`src/rtl/buzzer_pkg.sv`:
```
// Shared definitions for the buzzer tone sequencer and the board tops that
// drive it.
//   state_e    : sequencer states
//   MODE_*     : values of the 2-bit mode input
//   DEF_HALF   : reset value of the latched half period (A3 at 50 MHz)
//   NOTE_*_HALF: half-period-minus-one constants for a 50 MHz clock, ready to
//                drive the half_period input
package buzzer_pkg;

  typedef enum logic [1:0] {
    IDLE     = 2'd0,
    TONE_ON  = 2'd1,
    TONE_OFF = 2'd2
  } state_e;

  localparam logic [1:0] MODE_OFF   = 2'd0;
  localparam logic [1:0] MODE_CONT  = 2'd1;
  localparam logic [1:0] MODE_BEEP  = 2'd2;
  localparam logic [1:0] MODE_BURST = 2'd3;

  // Half period minus one: 50e6 / (2 * f) - 1.
  localparam int unsigned NOTE_A3_HALF = 113635;  // 220 Hz
  localparam int unsigned NOTE_A4_HALF = 56817;   // 440 Hz
  localparam int unsigned NOTE_C5_HALF = 47777;   // 523 Hz

  localparam int unsigned DEF_HALF = NOTE_A3_HALF;

endpackage

```
`src/rtl/buzzer_tone_seq_btn_debounce.sv`:
```
// Push-button conditioner: 2-FF synchroniser, level debouncer and a
// registered one-cycle pulse on each accepted rising edge.
//   clk, rst_n : clock, synchronous active-low reset
//   button     : raw asynchronous button, active high
//   btn_pulse  : one-cycle pulse per accepted press (release is silent)
module btn_debounce #(
  parameter int unsigned DEB_CYC = 500000,
  parameter int unsigned DEB_W   = 19
) (
  input  logic clk,
  input  logic rst_n,
  input  logic button,
  output logic btn_pulse
);

  logic             sync1_q, sync2_q;
  logic             db_q, db_d;
  logic             db_dly_q;
  logic             pulse_q, pulse_d;
  logic [DEB_W-1:0] cnt_q, cnt_d;

  // NOTE: every signal assigned here gets a default first, so no path leaves
  // it unassigned and no latch is inferred.
  always_comb begin
    cnt_d = '0;
    db_d  = db_q;
    // The counter only runs while the synced level disagrees with the
    // accepted level; any agreement (a bounce back) restarts the count.
    if (sync2_q != db_q) begin
      if (cnt_q == DEB_W'(DEB_CYC - 1)) begin
        db_d = sync2_q;
      end else begin
        cnt_d = cnt_q + 1'b1;
      end
    end
    pulse_d = db_q & ~db_dly_q;
  end

  // NOTE: reset is sampled on the clock edge only, so it sits inside the
  // edge-triggered block rather than in the sensitivity list.
  always_ff @(posedge clk) begin
    if (!rst_n) begin
      sync1_q  <= 1'b0;
      sync2_q  <= 1'b0;
      db_q     <= 1'b0;
      db_dly_q <= 1'b0;
      pulse_q  <= 1'b0;
      cnt_q    <= '0;
    end else begin
      // NOTE: non-blocking assignments let the synchroniser stages read each
      // other's previous values regardless of statement order.
      sync1_q  <= button;
      sync2_q  <= sync1_q;
      db_q     <= db_d;
      db_dly_q <= db_q;
      pulse_q  <= pulse_d;
      cnt_q    <= cnt_d;
    end
  end

  assign btn_pulse = pulse_q;

endmodule

```
`src/rtl/buzzer_tone_seq.sv`:
```
// Button-started tone sequencer driving a piezo directly.
//   clk, rst_n  : clock, synchronous active-low reset
//   button      : raw push-button; each debounced press starts or stops
//   mode        : 0 off, 1 continuous, 2 repeating beep, 3 burst (latched at start)
//   half_period : tone half period minus one in clk cycles (re-latched per wrap)
//   buzzer_out  : registered square wave, low outside TONE_ON
//   active      : registered, high while not IDLE
//   btn_pulse   : one-cycle pulse per accepted press
//   burst_done  : one-cycle pulse when a burst ends by itself
module buzzer_tone_seq #(
  parameter int unsigned CNT_W        = 17,
  parameter int unsigned DEB_CYC      = 500000,
  parameter int unsigned DEB_W        = 19,
  parameter int unsigned BEEP_ON_CYC  = 10000000,
  parameter int unsigned BEEP_OFF_CYC = 10000000,
  parameter int unsigned GATE_W       = 24,
  parameter int unsigned BURST_N      = 3,
  parameter int unsigned DEF_HALF     = buzzer_pkg::DEF_HALF
) (
  input  logic             clk,
  input  logic             rst_n,
  input  logic             button,
  input  logic [1:0]       mode,
  input  logic [CNT_W-1:0] half_period,
  output logic             buzzer_out,
  output logic             active,
  output logic             btn_pulse,
  output logic             burst_done
);

  import buzzer_pkg::*;

  localparam int unsigned BEEP_W = (BURST_N < 2) ? 1 : $clog2(BURST_N + 1);

  state_e              state_q, state_d;
  logic [1:0]          mode_q, mode_d;
  logic [CNT_W-1:0]    hp_q, hp_d;
  logic [CNT_W-1:0]    tone_cnt_q, tone_cnt_d;
  logic                phase_q, phase_d;
  logic [GATE_W-1:0]   gate_q, gate_d;
  logic [BEEP_W-1:0]   beep_q, beep_d;
  logic                buzzer_q, buzzer_d;
  logic                active_q, active_d;
  logic                burst_done_q, burst_done_d;
  logic [CNT_W-1:0]    hp_eff;
  logic                tone_wrap;

  btn_debounce #(
    .DEB_CYC (DEB_CYC),
    .DEB_W   (DEB_W)
  ) u_btn (
    .clk       (clk),
    .rst_n     (rst_n),
    .button    (button),
    .btn_pulse (btn_pulse)
  );

  // A zero half period would toggle every cycle; clamp it to 1 (period 4).
  assign hp_eff    = (hp_q == '0) ? CNT_W'(1) : hp_q;
  assign tone_wrap = (tone_cnt_q == hp_eff);

  always_comb begin
    state_d      = state_q;
    mode_d       = mode_q;
    hp_d         = hp_q;
    tone_cnt_d   = '0;       // tone and gate counters idle at zero outside
    phase_d      = 1'b0;     // their state, so each TONE_ON entry starts low
    gate_d       = '0;
    beep_d       = beep_q;
    burst_done_d = 1'b0;

    unique case (state_q)
      IDLE: begin
        beep_d = '0;
        if (btn_pulse && mode != MODE_OFF) begin
          mode_d  = mode;
          hp_d    = half_period;
          state_d = TONE_ON;
        end
      end

      TONE_ON: begin
        if (tone_wrap) begin
          // Pitch updates only at a wrap, so a half cycle is never cut short.
          hp_d    = half_period;
          phase_d = ~phase_q;
        end else begin
          tone_cnt_d = tone_cnt_q + 1'b1;
          phase_d    = phase_q;
        end
        if (mode_q != MODE_CONT) begin
          if (gate_q == GATE_W'(BEEP_ON_CYC - 1)) begin
            state_d = TONE_OFF;
          end else begin
            gate_d = gate_q + 1'b1;
          end
        end
      end

      TONE_OFF: begin
        if (gate_q == GATE_W'(BEEP_OFF_CYC - 1)) begin
          if (mode_q == MODE_BURST && beep_q == BEEP_W'(BURST_N - 1)) begin
            state_d      = IDLE;
            beep_d       = '0;
            burst_done_d = 1'b1;
          end else begin
            beep_d  = (mode_q == MODE_BURST) ? beep_q + 1'b1 : beep_q;
            state_d = TONE_ON;
          end
        end else begin
          gate_d = gate_q + 1'b1;
        end
      end

      default: state_d = IDLE;
    endcase

    // A press while running always stops, even against a same-cycle gate
    // expiry or burst end.
    if (btn_pulse && state_q != IDLE) begin
      state_d      = IDLE;
      tone_cnt_d   = '0;
      phase_d      = 1'b0;
      gate_d       = '0;
      beep_d       = '0;
      burst_done_d = 1'b0;
    end

    buzzer_d = phase_q & (state_q == TONE_ON);
    active_d = (state_q != IDLE);
  end

  always_ff @(posedge clk) begin
    if (!rst_n) begin
      state_q      <= IDLE;
      mode_q       <= MODE_OFF;
      hp_q         <= CNT_W'(DEF_HALF);
      tone_cnt_q   <= '0;
      phase_q      <= 1'b0;
      gate_q       <= '0;
      beep_q       <= '0;
      buzzer_q     <= 1'b0;
      active_q     <= 1'b0;
      burst_done_q <= 1'b0;
    end else begin
      state_q      <= state_d;
      mode_q       <= mode_d;
      hp_q         <= hp_d;
      tone_cnt_q   <= tone_cnt_d;
      phase_q      <= phase_d;
      gate_q       <= gate_d;
      beep_q       <= beep_d;
      buzzer_q     <= buzzer_d;
      active_q     <= active_d;
      burst_done_q <= burst_done_d;
    end
  end

  assign buzzer_out = buzzer_q;
  assign active     = active_q;
  assign burst_done = burst_done_q;

endmodule

```
`config.mk`:
```
export PLATFORM = sky130hd
export DESIGN_NAME = buzzer_tone_seq
export DESIGN_NICKNAME = d
export VERILOG_FILES = /design/src/rtl/buzzer_pkg.sv /design/src/rtl/buzzer_tone_seq_btn_debounce.sv /design/src/rtl/buzzer_tone_seq.sv
export SDC_FILE = /design/constraint.sdc
export NUM_CORES = 1
export LEC_CHECK = 0
export BUFFER_PORTS_ARGS = -buffer_cell sky130_fd_sc_hd__buf_2
export CAP_MARGIN = 20
export CORE_MARGIN = 4
export CORE_UTILIZATION = 35
export CTS_CLUSTER_SIZE = 24
export DETAILED_ROUTE_END_ITERATION = 8
export SLEW_MARGIN = 10
export SYNTH_ARGS = -nofsm -noshare
export SYNTH_HDL_FRONTEND = slang
export SYNTH_SLANG_ARGS = --single-unit
```
`constraint.sdc`:
```
create_clock -name clk -period 2.35 [get_ports clk]
set_input_delay 0.3525 -clock clk [delete_from_list [all_inputs] [get_ports clk]]
set_output_delay 0.3525 -clock clk [all_outputs]
set_load 0.02 [all_outputs]
```
### After elaboration in Yosys (flattened, before gate mapping)

Cells that the tools add are included.

| word-level totals | value |
|---|---|
| register bits | 92 |
| output and inout port bits | 4 |
| logic and storage cells | 81 |

| operators by class | value |
|---|---|
| reduce and logical (&&, ||, !) cells | 19 |
| equality and inequality tests | 15 |
| mux-type cells | 18 |
| $add $sub $neg | 4 |
| bitwise logic cells | 9 |

Operators with widths:

| operator | count |
|---|---|
| $mux 17 | 3 |
| $mux 24 | 2 |
| $pmux 24 s2 | 1 |
| $pmux 17 s2 | 1 |
| $add 24x1->24 const B | 1 |
| $eq 24x24->1 const B | 1 |
| $add 19x1->19 const B | 1 |
| $eq 19x19->1 const B | 1 |
| $add 17x1->17 const B | 1 |
| $eq 17x17->1 | 1 |
| $logic_not 17->1 | 1 |
| $mux 2 | 7 |
| $ne 2x2->1 const B | 5 |
| $reduce_bool 2->1 | 4 |
| $reduce_or 4->1 | 2 |
| $not 1->1 | 7 |
| $eq 2x2->1 const B | 3 |
| $pmux 2 s3 | 1 |
| $reduce_and 3->1 | 2 |
| $reduce_or 3->1 | 2 |
| $pmux 2 s2 | 1 |
| $reduce_and 2->1 | 2 |
| $reduce_and 4->1 | 1 |
| $logic_and 1x1->1 | 3 |
| 9 further kinds | 11 |

### Logic depth before layout (Yosys ltp)

Gate-level depths: netlist of run 1.

| logic depth | value |
|---|---|
| depth after elaboration | 5 |
| mapped depth | 10 |
| depth with buffers taken out | 7 |

### By module

From an unflattened synthesis of run 1, not the netlist that was laid out.

| unflattened totals | value |
|---|---|
| cells, all modules | 494 |
| area, all modules | 4336.7 µm² |

Modules (own cells, without submodules):

| module | area each (µm²) | sequential area each (µm²) | cells each | times used |
|---|---|---|---|---|
| buzzer_tone_seq | 3319.4 | 1361.3 | 383 | 1 |
| btn_debounce | 1017.2 | 480.5 | 111 | 1 |

### Worst setup path before layout of run 1

OpenSTA, ideal clock, no wires.

| timing path | value |
|---|---|
| kind | flip-flop to flip-flop |
| from | reg gate_q[0] |
| to | reg beep_q[0] |
| library setup time | 0.071 ns |
| arrival time | 1.958 ns |
| setup slack | 0.321 ns |
| stages on the path, launching flop included | 7 |
| data required time | 2.279 ns |
| period minus slack after synthesis | 2.029 ns |
| cell sequence | dfxtp_1 -> ha_1 -> and2_2 -> nand2_4 -> or4_4 -> or4b_1 -> a21oi_1 |

| between the ends | value |
|---|---|
| longest elaborated chain between the ends | 3 |

Ends and longest elaborated chain:

| item | line | RTL |
|---|---|---|
| start: declaration | buzzer_tone_seq.sv:40 | `logic [GATE_W-1:0] gate_q, gate_d;` |
| start signal: assignment | buzzer_tone_seq.sv:151 | `gate_q <= gate_d;` |
| $eq 24x24->1 | buzzer_tone_seq.sv:101 | `if (gate_q == GATE_W'(BEEP_OFF_CYC - 1)) begin` |
| $ne 2x2->1 (no line) | -- |  |
| $reduce_and 3->1 (no line) | -- |  |
| end signal: assignment | buzzer_tone_seq.sv:152 | `beep_q <= beep_d;` |
| end: declaration | buzzer_tone_seq.sv:41 | `logic [BEEP_W-1:0] beep_q, beep_d;` |

No other way between the ends.
A chain may end at the register's enable or synchronous reset.

### Worst setup path in the final report of run 1

Ends and elaborated chain as after synthesis.

==> results of run 1 <==
## cell usage after synthesis, drive strengths merged (5+ instances only)
library cell  instances
dfxtp                92
nor2                 71
xnor2                36
xor2                 36
nand3                29
nand2                28
inv                  23
nor4                 19
nand4                13
and3                 12
clkbuf               12
o211ai               10
and2                  9
nor3                  9
o2111ai               8
ha                    7
o21ai                 7
a22oi                 5
and4                  5
mux2i                 5
## worst paths after layout
| check | slack, ps | endpoint | start |
|---|---|---|---|
| min reg2reg | 390 | u_btn.btn_pulse | u_btn.db_dly_q |
| min | 220 | u_btn.sync1_q | button |
| max | 160 | beep_q[0] | gate_q[0] |
| max reg2reg | 160 | beep_q[0] | gate_q[0] |
## metrics by stage
step / hold slack (ps) / total power, uW / cells
6_report: 216 / 3630 / 692
5_1_grt: 209 / 3800 / 692
4_1_cts: 199 / 3680 / 692
3_5_place_dp: 373 / 2110 / 676
3_3_place_gp: 376 / 2090 / 676
2_1_floorplan: 367 / 1970 / 485
## power by group
part | internal (uW) | total (uW) | switching (uW)
combinational | 166 | 420 | 254
sequential | 1600 | 1660 | 52.0
clock | 937 | 1560 | 620
total | 2710 | 3630 | 926
## state kept, by name, indices dropped and copies added (netlist names), 2 cells and up
| signal | flops |
|---|---|
| state_q | 2 |
| tone_cnt_q | 17 |
| u_btn.cnt_q | 19 |
| mode_q | 2 |
| gate_q | 24 |
| beep_q | 2 |
| hp_q | 17 |
## layer usage
metal  part of all wire, %  up-vias  GRT usage, %
met5                     0        -             0
met3                   4.0       15          3.89
met1                    48     1608          16.6
li1                      -     1767             -
met2                    46       63          21.5
met4                   2.0        0          5.72
## logic make-up after synthesis
kind of cell             Yosys count
multiplexers                       5
flip-flops                        92
adder cells (fa/ha/maj)            7
XOR/XNOR                          72
AO/OA/AOI/OAI                     55
buffers and inverters             39
AND/OR/NAND/NOR                  215
## layout make-up
class / instances / area (sq um) / area share, %
clock inverter: 7 / 98.8 / 1.98
timing repair buffer: 38 / 223 / 4.45
tap: 168 / 210 / 4.20
clock buffer: 9 / 225 / 4.50
multi-input combinational: 354 / 2310 / 46.2
sequential: 92 / 1840 / 36.8
inverter: 24 / 90.1 / 1.80
==> results.toml, run 1 <==
[cts]
path_clk_slew_ps = 70
clock_sinks = 92
ctsResizeCount = 0
insertion_delay_ps = 340
cts_setup_buffers = 0
cts_root_buf = "clkbuf_16"
clockBufferDepth = 2
cts_tree = "yes"
ctsHoldBuffers = 0
h-tree-depth = 3
numCtsBuffers = 9

[yosys]
synthSimpleGateAreaFrac_pct = 25.9
synth_top_family_by_area = "simple AND/OR/NAND/NOR gates"
ys_async_sr_fraction_pct = 0
synthCells = 485
synth_nets = 514
synth_xor_area_share_pct = 14.6
ys_seq_area_share_pct = 42.7
synthFlopType = "dfxtp_1"
syn_avg_cell_area_sq_um = 8.90
synth_top_cell_area_share_pct = 42.7
synth_mux_area_share_pct = 1.16
netlist_top_cells_area = "dfxtp_1 43%, xnor2_1 7.3%, xor2_1 7.3%"
synth_compound_area_share_pct = 9.83
syn-cell-area_sq_um = 4320
synth_edf_count = 0
yosys_warnings = 0
synthDistinctLibCells = 54
synth_seq_cells = 92
yosysTopAreaCell = "dfxtp_1"
synthAdderAreaFrac_pct = 2.03

[floorplan]
core-area_sq_um = 12100
io_pins = 26
dieArea_sq_um = 14200
start_util_pct = 35.8
die_h_um = 119
fp.dieW_um = 119
rows = 40

[route]
drt-wirelength-per-cell_um = 13.0
via_per_inst = 4.99
initialDrtViolationCount = 129
vias = 3453
drt_wl_total_um = 9010
drtPass1Iterations = 4
ant_nets = 0
drc = 0

[setup_path]
crit_path_end_kind = "register"
cp_cell_sequence = "ha_1 -> and2_2 -> nand2_4 -> or4_4 -> or4b_1 -> a21oi_1"
critical_path.top_delay_family = "simple AND/OR/NAND/NOR gates"
cp_max_fo = 7
cp.arrival_ps = 2470
ff2ff_path_depth = 6
max_stage_delay_ps = 550
path_buf_inv = 0
crit_type = "register to register"
cp_slowest_cell = "or4_4"
cp.depth = 6
cp.required_ps = 2630
cp-start-kind = "register"

[global_routing]
overflow = 0
grt_usage_pct = 13.4
grt_pass1_wl_um = 15600
antenna_found_initial = 0
grt_max_degree = 29
grt_pass1_vias = 3409

[sta]
min_period_over_period_pct = 93.4
fin_ws_ps = 155
hold_violations = 0
tightest_slew_ps = 515
setup_viol = 0
clock_skew_ps = 8.09
slew_headroom_pct = 64.8
fmax_mhz = 456
rsz0062_at_grt = "no"
tns_ps = 0
finalCriticalPeriod_ps = 2190
slew_violations = 0

[job]
maxCapViolations = 0

[min_path]
holdPathStages = 2
hold_class = "input pin to register"

[layout]
area_growth_pct = 15.9
stdcell_area_sq_um = 5000
final_common_cell = "dfxtp_1"
finalNetCount = 548
n_fill_cell = 1192
post-route-util_pct = 41.5
final_cell_mix = "92 x dfxtp_1, 71 x nor2_1, 36 x xor2_1, 36 x xnor2_1, 29 x nand3_1"
drive_gt1_share_pct = 11.8
antenna_cells = 0

[placement]
gp_congestion = 0.868
port-buffer-count = 25
place_area_sq_um = 4680
dp_slack_ps = 169
hpwl_um = 6580

[status]
status = "complete, no violations"

[power_and_ir_drop]
p_leak_uw = 0.00175
vdd.ir_drop.worst_v = 0.000410
p_per_area_nw_per_um2 = 727
(Power assumes the default switching activity.)
==> inputs of run 2 (changes only) <==
- RECOVER_POWER: unset -> 100
==> results.toml, run 2 (synthesis results as in run 1) <==
[cts]
ctsResizeCount = 0
h-tree-depth = 3
ctsHoldBuffers = 0
clockBufferDepth = 2
cts_setup_buffers = 0
numCtsBuffers = 9
cts_tree = "yes"
clock_sinks = 92
path_clk_slew_ps = 70
cts_root_buf = "clkbuf_16"
insertion_delay_ps = 340

[route]
via_per_inst = 4.98
drt_wl_total_um = 9000
initialDrtViolationCount = 133
drt-wirelength-per-cell_um = 13.0
drtPass1Iterations = 4
vias = 3449
ant_nets = 0
drc = 0

[layout]
area_growth_pct = 15.3
finalNetCount = 548
largest_register_ffs = 24
antenna_cells = 0
final_common_cell = "dfxtp_1"
top_regs = "gate_q (24), u_btn.cnt_q (19)"
final_cell_mix = "92 x dfxtp_1, 71 x nor2_1, 36 x xor2_1, 36 x xnor2_1, 29 x nand3_1"
regArea_sq_um = 1840
largest-register = "gate_q"
stdcell_area_sq_um = 4980
drive_gt1_share_pct = 10.1
n_fill_cell = 1199
post-route-util_pct = 41.3
multi_input_area_sq_um = 2310

[sta]
clock_skew_ps = 8.03
hold_violations = 0
min_period_over_period_pct = 93.4
hold_slack_ps = 216
setup_viol = 0
tns_ps = 0
slew_violations = 0
fmax_mhz = 456
tightest_slew_ps = 1110
slew_headroom_pct = 25.8
rsz0062_at_grt = "no"
finalCriticalPeriod_ps = 2190

[global_routing]
antenna_found_initial = 0
grt_pass1_vias = 3409
overflow = 0
grt_max_degree = 29
grt_usage_pct = 13.4
grt_pass1_wl_um = 15600

[power_and_ir_drop]
p_int_uw = 2700
vdd.ir_drop.worst_v = 0.000410
pwr-share-seq_pct = 45.7
p_total_uw = 3630
p_per_area_nw_per_um2 = 729
power_frac_comb_pct = 11.4
p_switching_uw = 925
p_sw_share_pct = 25.5
p_clk_share_pct = 43.0
p_leak_uw = 0.00172

[floorplan]
core-area_sq_um = 12100
dieArea_sq_um = 14200
die_h_um = 119
rows = 40
fp.dieW_um = 119
start_util_pct = 35.8
io_pins = 26

[min_path]
hold_class = "input pin to register"
min-delay-start = "button"

[placement]
gp_congestion = 0.868
hpwl_um = 6580
place_area_sq_um = 4680
port-buffer-count = 25

[setup_path]
reg2reg_from = "gate_q[0]"
cp-start-kind = "register"
crit_type = "register to register"
crit_start = "gate_q[0]"
cp.arrival_ps = 2470
r2r_setup_slack_ps = 160
cp_max_fo = 7
crit_path_end_kind = "register"
cp.required_ps = 2630

[status]
status = "complete, no violations"

[job]
maxCapViolations = 0
==> run 2: worst max-delay path: stages (launching register included) <==
cell,delay (ps)
dfxtp_1,390
ha_1,250
and2_2,220
nand2_4,90
or4_4,550
or4b_1,480
a21oi_1,140
==> run 2: metrics by stage <==
stage | setup slack [ps] | cells
finish | 156 | 692
CTS | 152 | 692
floorplan | 321 | 485
detailed placement | 169 | 676
global placement | 240 | 676
global route | 37.2 | 692
==> run 2: power groups by stage <==
stage                     clock network (uW)  registers, uW  logic [uW]
after floorplan                            0           1680         294
after global placement                     0           1690         406
after detailed placement                   0           1690         416
after CTS                               1610           1660         417
after global routing                    1670           1660         460
final                                   1560           1660         413
==> run 2: path summary, 6_finish.rpt <==
kind,depth (start not counted),end
max reg2reg,6,beep_q[0]
min,2,u_btn.sync1_q
max,6,beep_q[0]
min reg2reg,1,u_btn.btn_pulse
==> run 2: layer usage <==
layer	global-route usage [%]	vias up	wire length, um
li1	-	1769	-
met1	16.6	1604	4310
met2	21.5	61	4170
met3	3.89	15	340
met4	5.72	0	183
met5	0	-	0
==> run 2: area by class of cell <==
cell class | count | area share, %
multi-input cells | 354 | 46.4
flip-flops and latches | 92 | 37.0
clock buffers | 9 | 4.53
well taps | 168 | 4.22
repair buffers | 38 | 4.00
clock inverters | 7 | 1.99
inverters | 24 | 1.81
